[src/rtl/inst_pos_arbiter_pkg.sv]
// rtl/inst_pos_arbiter_pkg.sv - shared types and widths for the instruction-memory arbiter
package inst_arb_pkg;

  localparam int DATA_W = 32;
  localparam int ADDR_W = 32;

  typedef enum logic [1:0] {
    IDLE,
    BUSY,
    RESP
  } arb_state_e;

endpackage

[src/rtl/inst_pos_arbiter_if.sv]
// rtl/inst_pos_arbiter_if.sv - requester and memory channel bundle of the instruction-memory arbiter
interface inst_pos_arbiter_if
  import inst_arb_pkg::*;
#(
  parameter int NUM_REQ = 2
);

  logic [NUM_REQ-1:0]             req_i;
  logic [NUM_REQ-1:0][ADDR_W-1:0] addr_i;
  logic [NUM_REQ-1:0]             ack_o;
  logic [NUM_REQ-1:0]             error_o;
  logic [DATA_W-1:0]              data_o;
  logic                           mem_req_o;
  logic [ADDR_W-1:0]              mem_addr_o;
  logic                           mem_ack_i;
  logic                           mem_error_i;
  logic [DATA_W-1:0]              mem_data_i;

  modport slave (
    input  req_i, addr_i, mem_ack_i, mem_error_i, mem_data_i,
    output ack_o, error_o, data_o, mem_req_o, mem_addr_o
  );

  modport master (
    output req_i, addr_i, mem_ack_i, mem_error_i, mem_data_i,
    input  ack_o, error_o, data_o, mem_req_o, mem_addr_o
  );

endinterface

[src/rtl/inst_pos_arbiter_rr_pick.sv]
// rtl/inst_pos_arbiter_rr_pick.sv - round-robin winner search starting just above the last grant
module inst_rr_pick #(
  parameter int NUM_REQ = 2,
  parameter int IDX_W   = $clog2(NUM_REQ)
) (
  input  logic [NUM_REQ-1:0] req,
  input  logic [IDX_W-1:0]   last_idx,
  output logic               valid,
  output logic [IDX_W-1:0]   idx
);

  always_comb begin
    logic [IDX_W-1:0] cand;
    valid = 1'b0;
    idx   = '0;
    cand  = '0;
    // last_idx itself is visited last so the previous winner has lowest priority
    for (int off = 1; off <= NUM_REQ; off++) begin
      cand = IDX_W'((int'(last_idx) + off) % NUM_REQ);
      if (!valid && req[cand]) begin
        valid = 1'b1;
        idx   = cand;
      end
    end
  end

endmodule

[src/rtl/inst_pos_arbiter.sv]
// rtl/inst_pos_arbiter.sv - round-robin arbiter for the shared instruction memory, one transaction outstanding
// INST_ARB_TIMEOUT_EN adds a BUSY watchdog that forces an error response after TIMEOUT_CYC cycles.
module inst_pos_arbiter
  import inst_arb_pkg::*;
#(
  parameter int NUM_REQ     = 2,
  parameter int TIMEOUT_CYC = 255
) (
  input logic               clk_i,
  input logic               rst_ni,
  inst_pos_arbiter_if.slave bus
);

  localparam int IDX_W = $clog2(NUM_REQ);

  arb_state_e                state_q, state_d;
  logic [IDX_W-1:0]          gnt_idx_q, gnt_idx_d;
  logic [IDX_W-1:0]          last_idx_q, last_idx_d;
  logic [NUM_REQ-1:0]        ack_q, ack_d;
  logic [NUM_REQ-1:0]        error_q, error_d;
  logic [DATA_W-1:0]         data_q, data_d;
  logic                      mem_req_q, mem_req_d;
  logic [ADDR_W-1:0]         mem_addr_q, mem_addr_d;
  logic                      pick_valid;
  logic [IDX_W-1:0]          pick_idx;

`ifdef INST_ARB_TIMEOUT_EN
  localparam int TMO_W = 16;
  localparam logic [TMO_W-1:0] TMO_LAST = TMO_W'(TIMEOUT_CYC - 1);
  logic [TMO_W-1:0] tmo_cnt_q, tmo_cnt_d;
`endif

  inst_rr_pick #(
    .NUM_REQ (NUM_REQ),
    .IDX_W   (IDX_W)
  ) u_rr_pick (
    .req      (bus.req_i),
    .last_idx (last_idx_q),
    .valid    (pick_valid),
    .idx      (pick_idx)
  );

  always_comb begin
    state_d    = state_q;
    gnt_idx_d  = gnt_idx_q;
    last_idx_d = last_idx_q;
    ack_d      = '0;
    error_d    = '0;
    data_d     = data_q;
    mem_req_d  = mem_req_q;
    mem_addr_d = mem_addr_q;
`ifdef INST_ARB_TIMEOUT_EN
    tmo_cnt_d  = tmo_cnt_q;
`endif
    unique case (state_q)
      IDLE: begin
        if (pick_valid) begin
          gnt_idx_d  = pick_idx;
          last_idx_d = pick_idx;
          mem_addr_d = bus.addr_i[pick_idx];
          mem_req_d  = 1'b1;
          state_d    = BUSY;
`ifdef INST_ARB_TIMEOUT_EN
          tmo_cnt_d  = '0;
`endif
        end
      end
      BUSY: begin
`ifdef INST_ARB_TIMEOUT_EN
        tmo_cnt_d = tmo_cnt_q + 1'b1;
`endif
        // a real memory ack always beats the watchdog in the same cycle
        if (bus.mem_ack_i) begin
          data_d             = bus.mem_data_i;
          ack_d[gnt_idx_q]   = 1'b1;
          error_d[gnt_idx_q] = bus.mem_error_i;
          mem_req_d          = 1'b0;
          state_d            = RESP;
        end
`ifdef INST_ARB_TIMEOUT_EN
        else if (tmo_cnt_q == TMO_LAST) begin
          data_d             = '0;
          ack_d[gnt_idx_q]   = 1'b1;
          error_d[gnt_idx_q] = 1'b1;
          mem_req_d          = 1'b0;
          state_d            = RESP;
        end
`endif
      end
      RESP: begin
        state_d = IDLE;
      end
      default: begin
        state_d   = IDLE;
        mem_req_d = 1'b0;
      end
    endcase
  end

  always_ff @(posedge clk_i or negedge rst_ni) begin
    if (!rst_ni) begin
      state_q    <= IDLE;
      gnt_idx_q  <= '0;
      last_idx_q <= IDX_W'(NUM_REQ - 1);
      ack_q      <= '0;
      error_q    <= '0;
      data_q     <= '0;
      mem_req_q  <= 1'b0;
      mem_addr_q <= '0;
`ifdef INST_ARB_TIMEOUT_EN
      tmo_cnt_q  <= '0;
`endif
    end else begin
      state_q    <= state_d;
      gnt_idx_q  <= gnt_idx_d;
      last_idx_q <= last_idx_d;
      ack_q      <= ack_d;
      error_q    <= error_d;
      data_q     <= data_d;
      mem_req_q  <= mem_req_d;
      mem_addr_q <= mem_addr_d;
`ifdef INST_ARB_TIMEOUT_EN
      tmo_cnt_q  <= tmo_cnt_d;
`endif
    end
  end

  assign bus.ack_o      = ack_q;
  assign bus.error_o    = error_q;
  assign bus.data_o     = data_q;
  assign bus.mem_req_o  = mem_req_q;
  assign bus.mem_addr_o = mem_addr_q;

endmodule

[src/flat_wrapper.sv]
// flat-port wrapper written by rule: the top's interface ports become plain ports
module inst_pos_arbiter_flat import inst_arb_pkg::*;
#(
  parameter int NUM_REQ     = 2,
  parameter int TIMEOUT_CYC = 255
)
  (clk_i, rst_ni, bus_req_i, bus_addr_i, bus_mem_ack_i, bus_mem_error_i, bus_mem_data_i, bus_ack_o, bus_error_o, bus_data_o, bus_mem_req_o, bus_mem_addr_o);
  inst_pos_arbiter_if #(.NUM_REQ(NUM_REQ)) bus_i ();
  input logic clk_i;
  input logic rst_ni;
  input wire logic [$bits(bus_i.req_i)-1:0] bus_req_i;
  input wire logic [$bits(bus_i.addr_i)-1:0] bus_addr_i;
  input wire logic [$bits(bus_i.mem_ack_i)-1:0] bus_mem_ack_i;
  input wire logic [$bits(bus_i.mem_error_i)-1:0] bus_mem_error_i;
  input wire logic [$bits(bus_i.mem_data_i)-1:0] bus_mem_data_i;
  output wire logic [$bits(bus_i.ack_o)-1:0] bus_ack_o;
  output wire logic [$bits(bus_i.error_o)-1:0] bus_error_o;
  output wire logic [$bits(bus_i.data_o)-1:0] bus_data_o;
  output wire logic [$bits(bus_i.mem_req_o)-1:0] bus_mem_req_o;
  output wire logic [$bits(bus_i.mem_addr_o)-1:0] bus_mem_addr_o;
  assign bus_i.req_i = bus_req_i;
  assign bus_i.addr_i = bus_addr_i;
  assign bus_i.mem_ack_i = bus_mem_ack_i;
  assign bus_i.mem_error_i = bus_mem_error_i;
  assign bus_i.mem_data_i = bus_mem_data_i;
  assign bus_ack_o = bus_i.ack_o;
  assign bus_error_o = bus_i.error_o;
  assign bus_data_o = bus_i.data_o;
  assign bus_mem_req_o = bus_i.mem_req_o;
  assign bus_mem_addr_o = bus_i.mem_addr_o;
  inst_pos_arbiter #(.NUM_REQ(NUM_REQ), .TIMEOUT_CYC(TIMEOUT_CYC)) u_core (.clk_i(clk_i), .rst_ni(rst_ni), .bus(bus_i));
endmodule
[config.mk]
export PLATFORM = sky130hd
export DESIGN_NAME = inst_pos_arbiter_flat
export DESIGN_NICKNAME = d
export VERILOG_FILES = /design/src/rtl/inst_pos_arbiter_pkg.sv /design/src/rtl/inst_pos_arbiter_if.sv /design/src/rtl/inst_pos_arbiter_rr_pick.sv /design/src/rtl/inst_pos_arbiter.sv /design/src/flat_wrapper.sv
export SDC_FILE = /design/constraint.sdc
export NUM_CORES = 1
export LEC_CHECK = 0
export BUFFER_PORTS_ARGS = -buffer_cell sky130_fd_sc_hd__buf_4
export CAP_MARGIN = 40
export CORE_ASPECT_RATIO = 1.4
export CORE_MARGIN = 4
export CORE_UTILIZATION = 48
export DETAILED_ROUTE_END_ITERATION = 6
export GPL_TIMING_DRIVEN = 0
export MAX_ROUTING_LAYER = met4
export PLACE_DENSITY_LB_ADDON = 0.2
export SYNTH_ARGS = -nofsm -noshare
export SYNTH_HDL_FRONTEND = slang
export SYNTH_HIERARCHICAL = 1
export SYNTH_SLANG_ARGS = --single-unit
[constraint.sdc]
create_clock -name clk_i -period 2.2 [get_ports clk_i]
set_input_delay 0.55 -clock clk_i [delete_from_list [all_inputs] [get_ports clk_i]]
set_output_delay 0.55 -clock clk_i [all_outputs]
set_load 0.01 [all_outputs]
After elaboration in Yosys (flattened, before gate mapping) --
Cells that the tools add are included.
Cells by class: $add $sub $neg 2, magnitude comparators 5, equality and inequality tests 4, muxes and demuxes 22, bitwise logic cells 2, reductions and logical operators 8
Operator list (number):
- $mux 32 | 2
- $mux 2 | 6
- $mux 1 | 11
- $lt 1x2->1 const B | 4
- $reduce_and 2->1 | 3
- $pmux 2 s2 | 1
- $pmux 1 s3 | 1
- $reduce_and 3->1 | 1
- $add 1x1->1 const B | 2
- $and 2x2->2 | 1
- $eq 2x1->1 const B | 1
- $eq 2x2->1 const B | 1
- $logic_and 1x1->1 | 2
- $logic_not 2->1 | 1
- $ne 2x1->1 const B | 1
- $ne 2x2->1 const B | 1
- $demux 1 s1 | 1
- $ge 1x1->1 const B | 1
- $logic_not 1->1 | 1
- $not 1->1 | 1
Word-level totals: register bits after elaboration 73, output and inout bits 69, logic and storage cells 51

Logic depth before layout (Yosys ltp) --
Gate-level depths: netlist (run 1).
word-level depth 9, mapped depth 5, gate-level depth less buffers 4

By module --
The synthesis (run 1) kept the hierarchy.
Modules (own cells, without submodules):
- inst_pos_arbiter | times used 1, cells an instance 234, area each 3104.2 um^2
- inst_rr_pick | times used 1, cells an instance 2, area each 13.8 um^2

Worst setup path after synthesis (run 1) --
OpenSTA, ideal clock, no wires.
path type input-to-reg, from in bus_req_i[1], to reg u_core.mem_addr_q[10], in the netlist u_core/bus.mem_addr_o[10], setup time 0.123 ns, data arrival time 1.372 ns, setup slack 0.705 ns, stages 5, cells stage by stage a21boi_1 buf_2 buf_2 mux2i_1 a21oi_1
On the way: cells in the longest elaborated chain, start to end 8
RTL lines:
- start: declaration | RTL line flat_wrapper.sv:11 | input wire logic [$bits(bus_i.req_i)-1:0] bus_req_i;
- $mux 1 (not written as such) (2 in a row) | RTL line inst_pos_arbiter_rr_pick.sv:20 | if (!valid && req[cand]) begin
- $mux 1 | RTL line inst_pos_arbiter_rr_pick.sv:20
- $logic_not 1->1 | RTL line inst_pos_arbiter_rr_pick.sv:20
- $logic_and 1x1->1 | RTL line inst_pos_arbiter_rr_pick.sv:20
- $mux 1 | RTL line inst_pos_arbiter_rr_pick.sv:20
- $mux 32 (not written as such) (2 in a row) | RTL line inst_pos_arbiter.sv:60 | mem_addr_d = bus.addr_i[pick_idx];
- end signal: assignment | RTL line inst_pos_arbiter.sv:121 | mem_addr_q <= mem_addr_d;
- end: declaration | RTL line inst_pos_arbiter.sv:23 | logic [ADDR_W-1:0] mem_addr_q, mem_addr_d;
Parallel ways exist; a longest one is shown, timed or not. The select of a mux whose other input is x is not followed. A chain may end at the register's enable or synchronous reset.

Worst setup path in the final report (run 1) --
from reg u_core.last_idx_q, to reg u_core.mem_addr_q[21], in the netlist u_core/bus.mem_addr_o[21]
On the way: cells in the longest elaborated chain, start to end 9
RTL lines:
- start: declaration | RTL line inst_pos_arbiter.sv:18 | logic [IDX_W-1:0] last_idx_q, last_idx_d;
- start signal: assignment | RTL line inst_pos_arbiter.sv:104 | last_idx_q <= IDX_W'(NUM_REQ - 1);
- start signal: assignment | RTL line inst_pos_arbiter.sv:116 | last_idx_q <= last_idx_d;
- $add 1x1->1 | RTL line inst_pos_arbiter_rr_pick.sv:19 | cand = IDX_W'((int'(last_idx) + off) % NUM_REQ);
- $mux 1 (not written as such) (2 in a row) | RTL line inst_pos_arbiter_rr_pick.sv:20
- $mux 1 | RTL line inst_pos_arbiter_rr_pick.sv:20
- $logic_not 1->1 | RTL line inst_pos_arbiter_rr_pick.sv:20
- $logic_and 1x1->1 | RTL line inst_pos_arbiter_rr_pick.sv:20
- $mux 1 * | RTL line inst_pos_arbiter_rr_pick.sv:20
- via u_core.pick_idx | RTL line inst_pos_arbiter.sv:25 | logic [IDX_W-1:0] pick_idx;
- $mux 32 (not written as such) * (2 in a row) | RTL line inst_pos_arbiter.sv:60
Mark *: on every way through the listed nets, which the timed path passes. The rest lies on a longest branch. The select of a mux whose other input is x is not followed.

==> results.tsv, run 1 <==
stage	metric	value	unit
detailed_routing	vias	2453	
clocking	postCtsHoldBufs	0	
worst_setup_path	crit_arrival	1.76	ns
floorplan	start_util	49.9	%
worst_setup_path	ff2ff_path_depth	5	
final_layout	stdcell_area	4660	sq um
pwr	leakagePower	2.43	nW
clocking	cts-root-buf	clkbuf_8	
worst_setup_path	critPathKind	flop to flop	
grt	antenna_found_initial	0	
synthesis	ys_top_cells_by_area	dfrtp_1 (58%), mux2_4 (13%), mux2i_1 (10%)	
final_layout	final_common_cell	buf_4	
sta	whs	0.103	ns
synthesis	synth_top_area_share	57.8	%
worst_setup_path	r2r-start	u_core/last_idx_q	
outcome	status	finished, final reports clean	
synthesis	netlist_area	3120	sq um
final_layout	final_nets	520	
detailed_routing	drt_first_pass_iters	4	
placed_design	portBuffers	170	
detailed_routing	ant_nets	0	
placed_design	post_dp_cell_area	4510	sq um
clocking	cts.clk_slew.worst_paths	0.07	ns
sta	layout_min_cycle_time	1.57	ns
floorplan	rows	34	
clocking	clk_latency	0.33	ns
placed_design	dp_slack	0.365	ns
sta	finalWorstSetupSlack	0.634	ns
placed_design	dpl.hpwl	6050	um
worst_setup_path	cp_max_fo	10	
final_layout	drive_above_1_share	55.0	%
grt	gr-total-overflow	0	
clocking	cts_made_buffers	9	
clocking	cts_max_level	3	
detailed_routing	totalWireLength	7730	um
clocking	cts_tree	yes	
sta	skew	0.00746	ns
synthesis	synth_seq_area_share	58.6	%
placed_design	gp_congestion	0.774	
sta	slew_headroom	80.0	%
synthesis	avgSynthCellArea	13.2	sq um
clocking	cts_sinks	73	
worst_setup_path	cp-end-kind	flop	
detailed_routing	drt-initial-drc-count	96	
placed_design	place_inst	479	
floorplan	die_x	76.1	um
grt	first_global_vias	2613	
job	cap_violations	0	
clocking	post_cts_buffers	0	
sta	worst_pin_slew	0.300	ns
grt	track_usage	20.4	%
floorplan	die_area	7870	sq um
floorplan	core_area	6250	sq um
final_layout	diodes	0	
pwr	peakVddDrop	824	uV
pwr	p_per_area	1310	nW/um^2
synthesis	synthesis.instances	236	
worst_setup_path	rrSetupSlack	0.63	ns
sta	hold_violations	0	
final_layout	final_cell_mix	buf_4 (173), dfrtp_1 (72), nor2_1 (34), a21oi_1 (34), mux2i_1 (32)	
worst_setup_path	crit_required	2.40	ns
detailed_routing	drc	0	
final_layout	layout.cells.non_filler	492	
synthesis	synth.net_count	338	
sta	setup_viol	0	
synthesis	synth_seq_cells	73	
clocking	cts.repair.resized	0	
synthesis	synth_top_area_cell	dfrtp_1	
synthesis	ys_warn_count	6	
grt	grt_pass1_wl	12500	um
clocking	clockBufferDepth	2	
detailed_routing	wire_per_inst	15.7	um
worst_setup_path	cp-start-kind	flop	
synthesis	synth_cell_type_count	20	
floorplan	die_height	103	um
final_layout	fillers	452	
worst_setup_path	r2r-end	u_core/bus.mem_addr_o[21]	
grt	grt_max_degree	54	
sta	slew_viol_final	0	
worst_hold_path	hold_class	input pin to async pin	
floorplan	io_pins	171	
final_layout	area_growth	49.5	%
sta	final.setup.tns	0	ns
sta	rsz0062_at_grt	no	
sta	max_freq	639	MHz
detailed_routing	post_drt_via_cell_ratio	4.99	
sta	period_share	71.2	%
[cell usage after synthesis (all sizes together)]
| library cell | instances |
|---|---|
| dfrtp | 72 |
| a21oi | 34 |
| nor2 | 34 |
| mux2 | 32 |
| mux2i | 32 |
| buf | 14 |
| inv | 4 |
| nand2b | 3 |
| and2 | 2 |
| o21ai | 2 |
| a21boi | 1 |
| a21o | 1 |
| dfstp | 1 |
| nand2 | 1 |
| nand3b | 1 |
| nor3b | 1 |
| or2 | 1 |
[cell families (layout without fill, tap and decap cells)]
group	Yosys count	in the layout	synth area share [%]
buffers and inverters	18	202	3.57
multiplexers	64	64	25.1
flip-flops	73	73	58.6
AO/OA/AOI/OAI	38	38	6.26
AND/OR/NAND/NOR	43	43	6.46
[worst max-delay path: stages (launching register included)]
cell and delay [ns]:
dfstp_2 0.38, a21boi_1 0.15, buf_2 0.21, buf_2 0.31
mux2i_1 0.28, a21oi_1 0.11
[flip-flops by register name, indices dropped and copies added, names as in the netlist]
| register | count |
|---|---|
| u_core/bus.data_o | 32 |
| u_core/bus.mem_addr_o | 32 |
| u_core/bus.ack_o | 2 |
| u_core/bus.error_o | 2 |
| u_core/state_q | 2 |
| u_core/bus.mem_req_o | 1 |
| u_core/gnt_idx_q | 1 |
| u_core/last_idx_q | 1 |
[per-layer routing]
| layer | global-route usage, % | vias to the layer above | share of wire (%) |
|---|---|---|---|
| met5 | - | - | 0 |
| met4 | 6.19 | 0 | 1.3 |
| met3 | 7.45 | 9 | 9.8 |
| met2 | 33.3 | 116 | 50 |
| met1 | 23.7 | 1159 | 39 |
| li1 | - | 1169 | - |
[layout make-up]
cell class                 count  area, sq um  area share (%)
sequential                    73         1830            39.2
timing repair buffer         171         1300            28.0
multi-input combinational    145         1180            25.3
clock buffer                  12          145            3.11
buffer                        14         96.3            2.07
tap                           72         90.1            1.93
inverter                       4         15.0           0.322
clock inverter                 1         5.00           0.107
[how the worst max path moves through the flow]
stage,slack (ns),endpoint,start,cells after the start
5_1_grt,0.53,u_core/bus.mem_addr_o[21],u_core/last_idx_q,5
2_1_floorplan,0.71,u_core/bus.mem_addr_o[10],bus_req_i[1],5
6_report,0.63,u_core/bus.mem_addr_o[21],u_core/last_idx_q,5
3_3_place_gp,0.45,u_core/bus.mem_addr_o[27],bus_req_i[0],6
4_1_cts,0.64,u_core/bus.mem_addr_o[21],u_core/last_idx_q,5
3_5_place_dp,0.37,u_core/bus.mem_addr_o[21],bus_req_i[0],6
[through the flow]
step / power (W) / util [%]
2_1_floorplan: 0.00389 / -
3_3_place_gp: 0.00521 / 71.7
3_5_place_dp: 0.00532 / 72.1
4_1_cts: 0.00619 / 74.5
5_1_grt: 0.00653 / 74.5
6_report: 0.00611 / 74.5
[report_power, final]
group / total [W] / internal, W / switching, W
Sequential: 0.00236 / 0.00200 / 0.000362
Combinational: 0.00290 / 0.00165 / 0.00126
Clock: 0.000849 / 0.000421 / 0.000428
No activity file was read; power rests on OpenSTA's default activity.
==> inputs of run 2 (changes only) <==
- CORE_UTILIZATION: 48 -> 44
- clock period: 2.2 -> 1.5 ns (I/O delays scaled with it)
==> results.tsv, run 2 (synthesis gave the netlist of run 1 again) <==
stage	metric	value	unit
clocking	cts_made_buffers	9	
worst_setup_path	max_stage_delay	0.37	ns
floorplan	die_x	79.1	um
worst_setup_path	crit_arrival	1.65	ns
grt	antenna_found_initial	0	
pwr	internal-power	0.00638	W
floorplan	core_area	6940	sq um
grt	gr-total-overflow	0	
clocking	clockBufferDepth	2	
worst_hold_path	whs_endpoint	u_core/bus.error_o[0]	
placed_design	portBuffers	170	
worst_setup_path	cp-end-kind	flop	
detailed_routing	drt-initial-drc-count	54	
detailed_routing	ant_nets	0	
sta	layout_min_cycle_time	1.41	ns
detailed_routing	totalWireLength	7630	um
placed_design	gp_congestion	0.739	
worst_setup_path	ff2ff_path_depth	5	
grt	track_usage	18.3	%
sta	slew_viol_final	0	
detailed_routing	drc	0	
sta	setup_viol	0	
worst_setup_path	r2r-end	u_core/bus.mem_addr_o[29]	
outcome	status	finished, final reports clean	
worst_setup_path	cp-start-kind	flop	
pwr	p_clk_share	18.4	%
pwr	peakVddDrop	1130	uV
clocking	clk_latency	0.34	ns
final_layout	final_nets	521	
worst_setup_path	cp_max_fo	10	
worst_hold_path	whs_path_depth	2	
floorplan	io_pins	171	
detailed_routing	drt_first_pass_iters	4	
pwr	p_sw_share	32.3	%
sta	finalWorstSetupSlack	0.0856	ns
detailed_routing	post_drt_via_cell_ratio	4.73	
pwr	seq_power_share	36.7	%
final_layout	area_growth	53.4	%
pwr	total_power	0.00942	W
worst_setup_path	r2r-start	u_core/last_idx_q	
detailed_routing	vias	2456	
final_layout	diodes	0	
sta	skew	0.00863	ns
floorplan	die_height	108	um
floorplan	start_util	44.9	%
pwr	p_comb_share	44.9	%
final_layout	drive_above_1_share	55.7	%
worst_setup_path	timing.critical_path.cells	a21boi_1 -> buf_2 -> clkbuf_4 -> mux2i_1 -> a21oi_1	
clocking	cts_tree	yes	
worst_setup_path	critPathSlowestCell	dfstp_2	
clocking	cts_max_level	3	
detailed_routing	wire_per_inst	14.7	um
final_layout	final_cell_mix	buf_4 (174), dfrtp_1 (72), nor2_1 (34), a21oi_1 (34), mux2i_1 (32)	
sta	rsz0062_at_grt	no	
sta	slew_headroom	71.4	%
worst_setup_path	crit_required	1.73	ns
pwr	leakagePower	2.47	nW
job	cap_violations	0	
grt	grt_pass1_wl	11700	um
placed_design	dpl.hpwl	5890	um
clocking	cts_sinks	73	
worst_hold_path	hold_start	bus_mem_error_i	
worst_hold_path	hold_class	input pin to flop	
grt	first_global_vias	2547	
final_layout	fillers	575	
worst_setup_path	rrSetupSlack	0.09	ns
placed_design	dp_slack	-0.0909	ns
sta	worst_pin_slew	0.429	ns
sta	hold_violations	0	
sta	max_freq	707	MHz
pwr	power.switching	0.00304	W
pwr	p_per_area	1970	nW/um^2
grt	grt_max_degree	42	
floorplan	die_area	8520	sq um
clocking	cts-root-buf	clkbuf_8	
clocking	cts.clk_slew.worst_paths	0.08	ns
worst_setup_path	critPathKind	flop to flop	
final_layout	final_common_cell	buf_4	
floorplan	rows	36	
sta	period_share	94.3	%
[run 2: layer usage]
metal  global-route usage (%)  share of wire (%)
met1                     20.9                 39
met5                        -                  0
met4                     8.23                2.4
met2                     30.5                 52
met3                     4.36                7.1
[run 2: area by class of cell]
class / instances / area [sq um] / share of cell area (%)
Buffer: 14 / 106 / 2.22
Timing Repair Buffer: 172 / 1310 / 27.3
Inverter: 4 / 15.0 / 0.314
Clock buffer: 11 / 151 / 3.17
Clock inverter: 5 / 77.6 / 1.62
Multi-Input combinational cell: 145 / 1180 / 24.6
Sequential cell: 73 / 1830 / 38.2
Tap cell: 95 / 119 / 2.49
[run 2: power groups by stage]
stage	clock network, W	registers (W)	logic, W
after floorplan	0	0.00387	0.00183
after global placement	0	0.00345	0.00420
after detailed placement	0	0.00348	0.00430
after CTS	0.00178	0.00346	0.00430
after global routing	0.00188	0.00359	0.00455
final	0.00173	0.00346	0.00423
[run 2: timing repair]
item | CTS | global route
endpoints found under the setup margin | 0 | 23
gates resized for setup | 0 | 5
buffers inserted | 0 | 0
hold buffers | 1 | 0
hold endpoints to repair | 32 | 0
[run 2: worst max path at each step]
stage | from | to | slack [ns] | cells past startpoint
after global placement | bus_req_i[0] | u_core/bus.mem_addr_o[29] | -0.06 | 6
after floorplan | bus_req_i[1] | u_core/bus.mem_addr_o[10] | 0.18 | 5
after detailed placement | bus_req_i[0] | u_core/bus.mem_addr_o[2] | -0.09 | 6
after CTS | u_core/last_idx_q | u_core/bus.mem_addr_o[2] | 0.008 | 5
final | u_core/last_idx_q | u_core/bus.mem_addr_o[29] | 0.09 | 5
after global routing | u_core/last_idx_q | u_core/bus.mem_addr_o[21] | 0.0005 | 5
[run 2: stage by stage]
| stage | util (%) | setup TNS [ns] | cell area (sq um) | instances | hold WS (ns) |
|---|---|---|---|---|---|
| 5_1_grt | 68.9 | 0 | 4780 | 519 | 0.234 |
| 2_1_floorplan | - | 0 | 3120 | 236 | 0.0794 |
| 3_5_place_dp | 65.3 | -1.28 | 4530 | 502 | 0.348 |
| 6_report | 68.9 | 0 | 4780 | 519 | 0.241 |
| 4_1_cts | 68.8 | 0 | 4770 | 519 | 0.226 |
| 3_3_place_gp | 65.1 | -0.924 | 4510 | 501 | 0.431 |
[run 2: critical path: cells and delay by family, from the launching register on]
kind / cells / cell delay (ns)
AOI/OAI and AO/OA: 2 / 0.21
DFF: 1 / 0.37
muxes: 1 / 0.25
buffers and inverters: 2 / 0.47
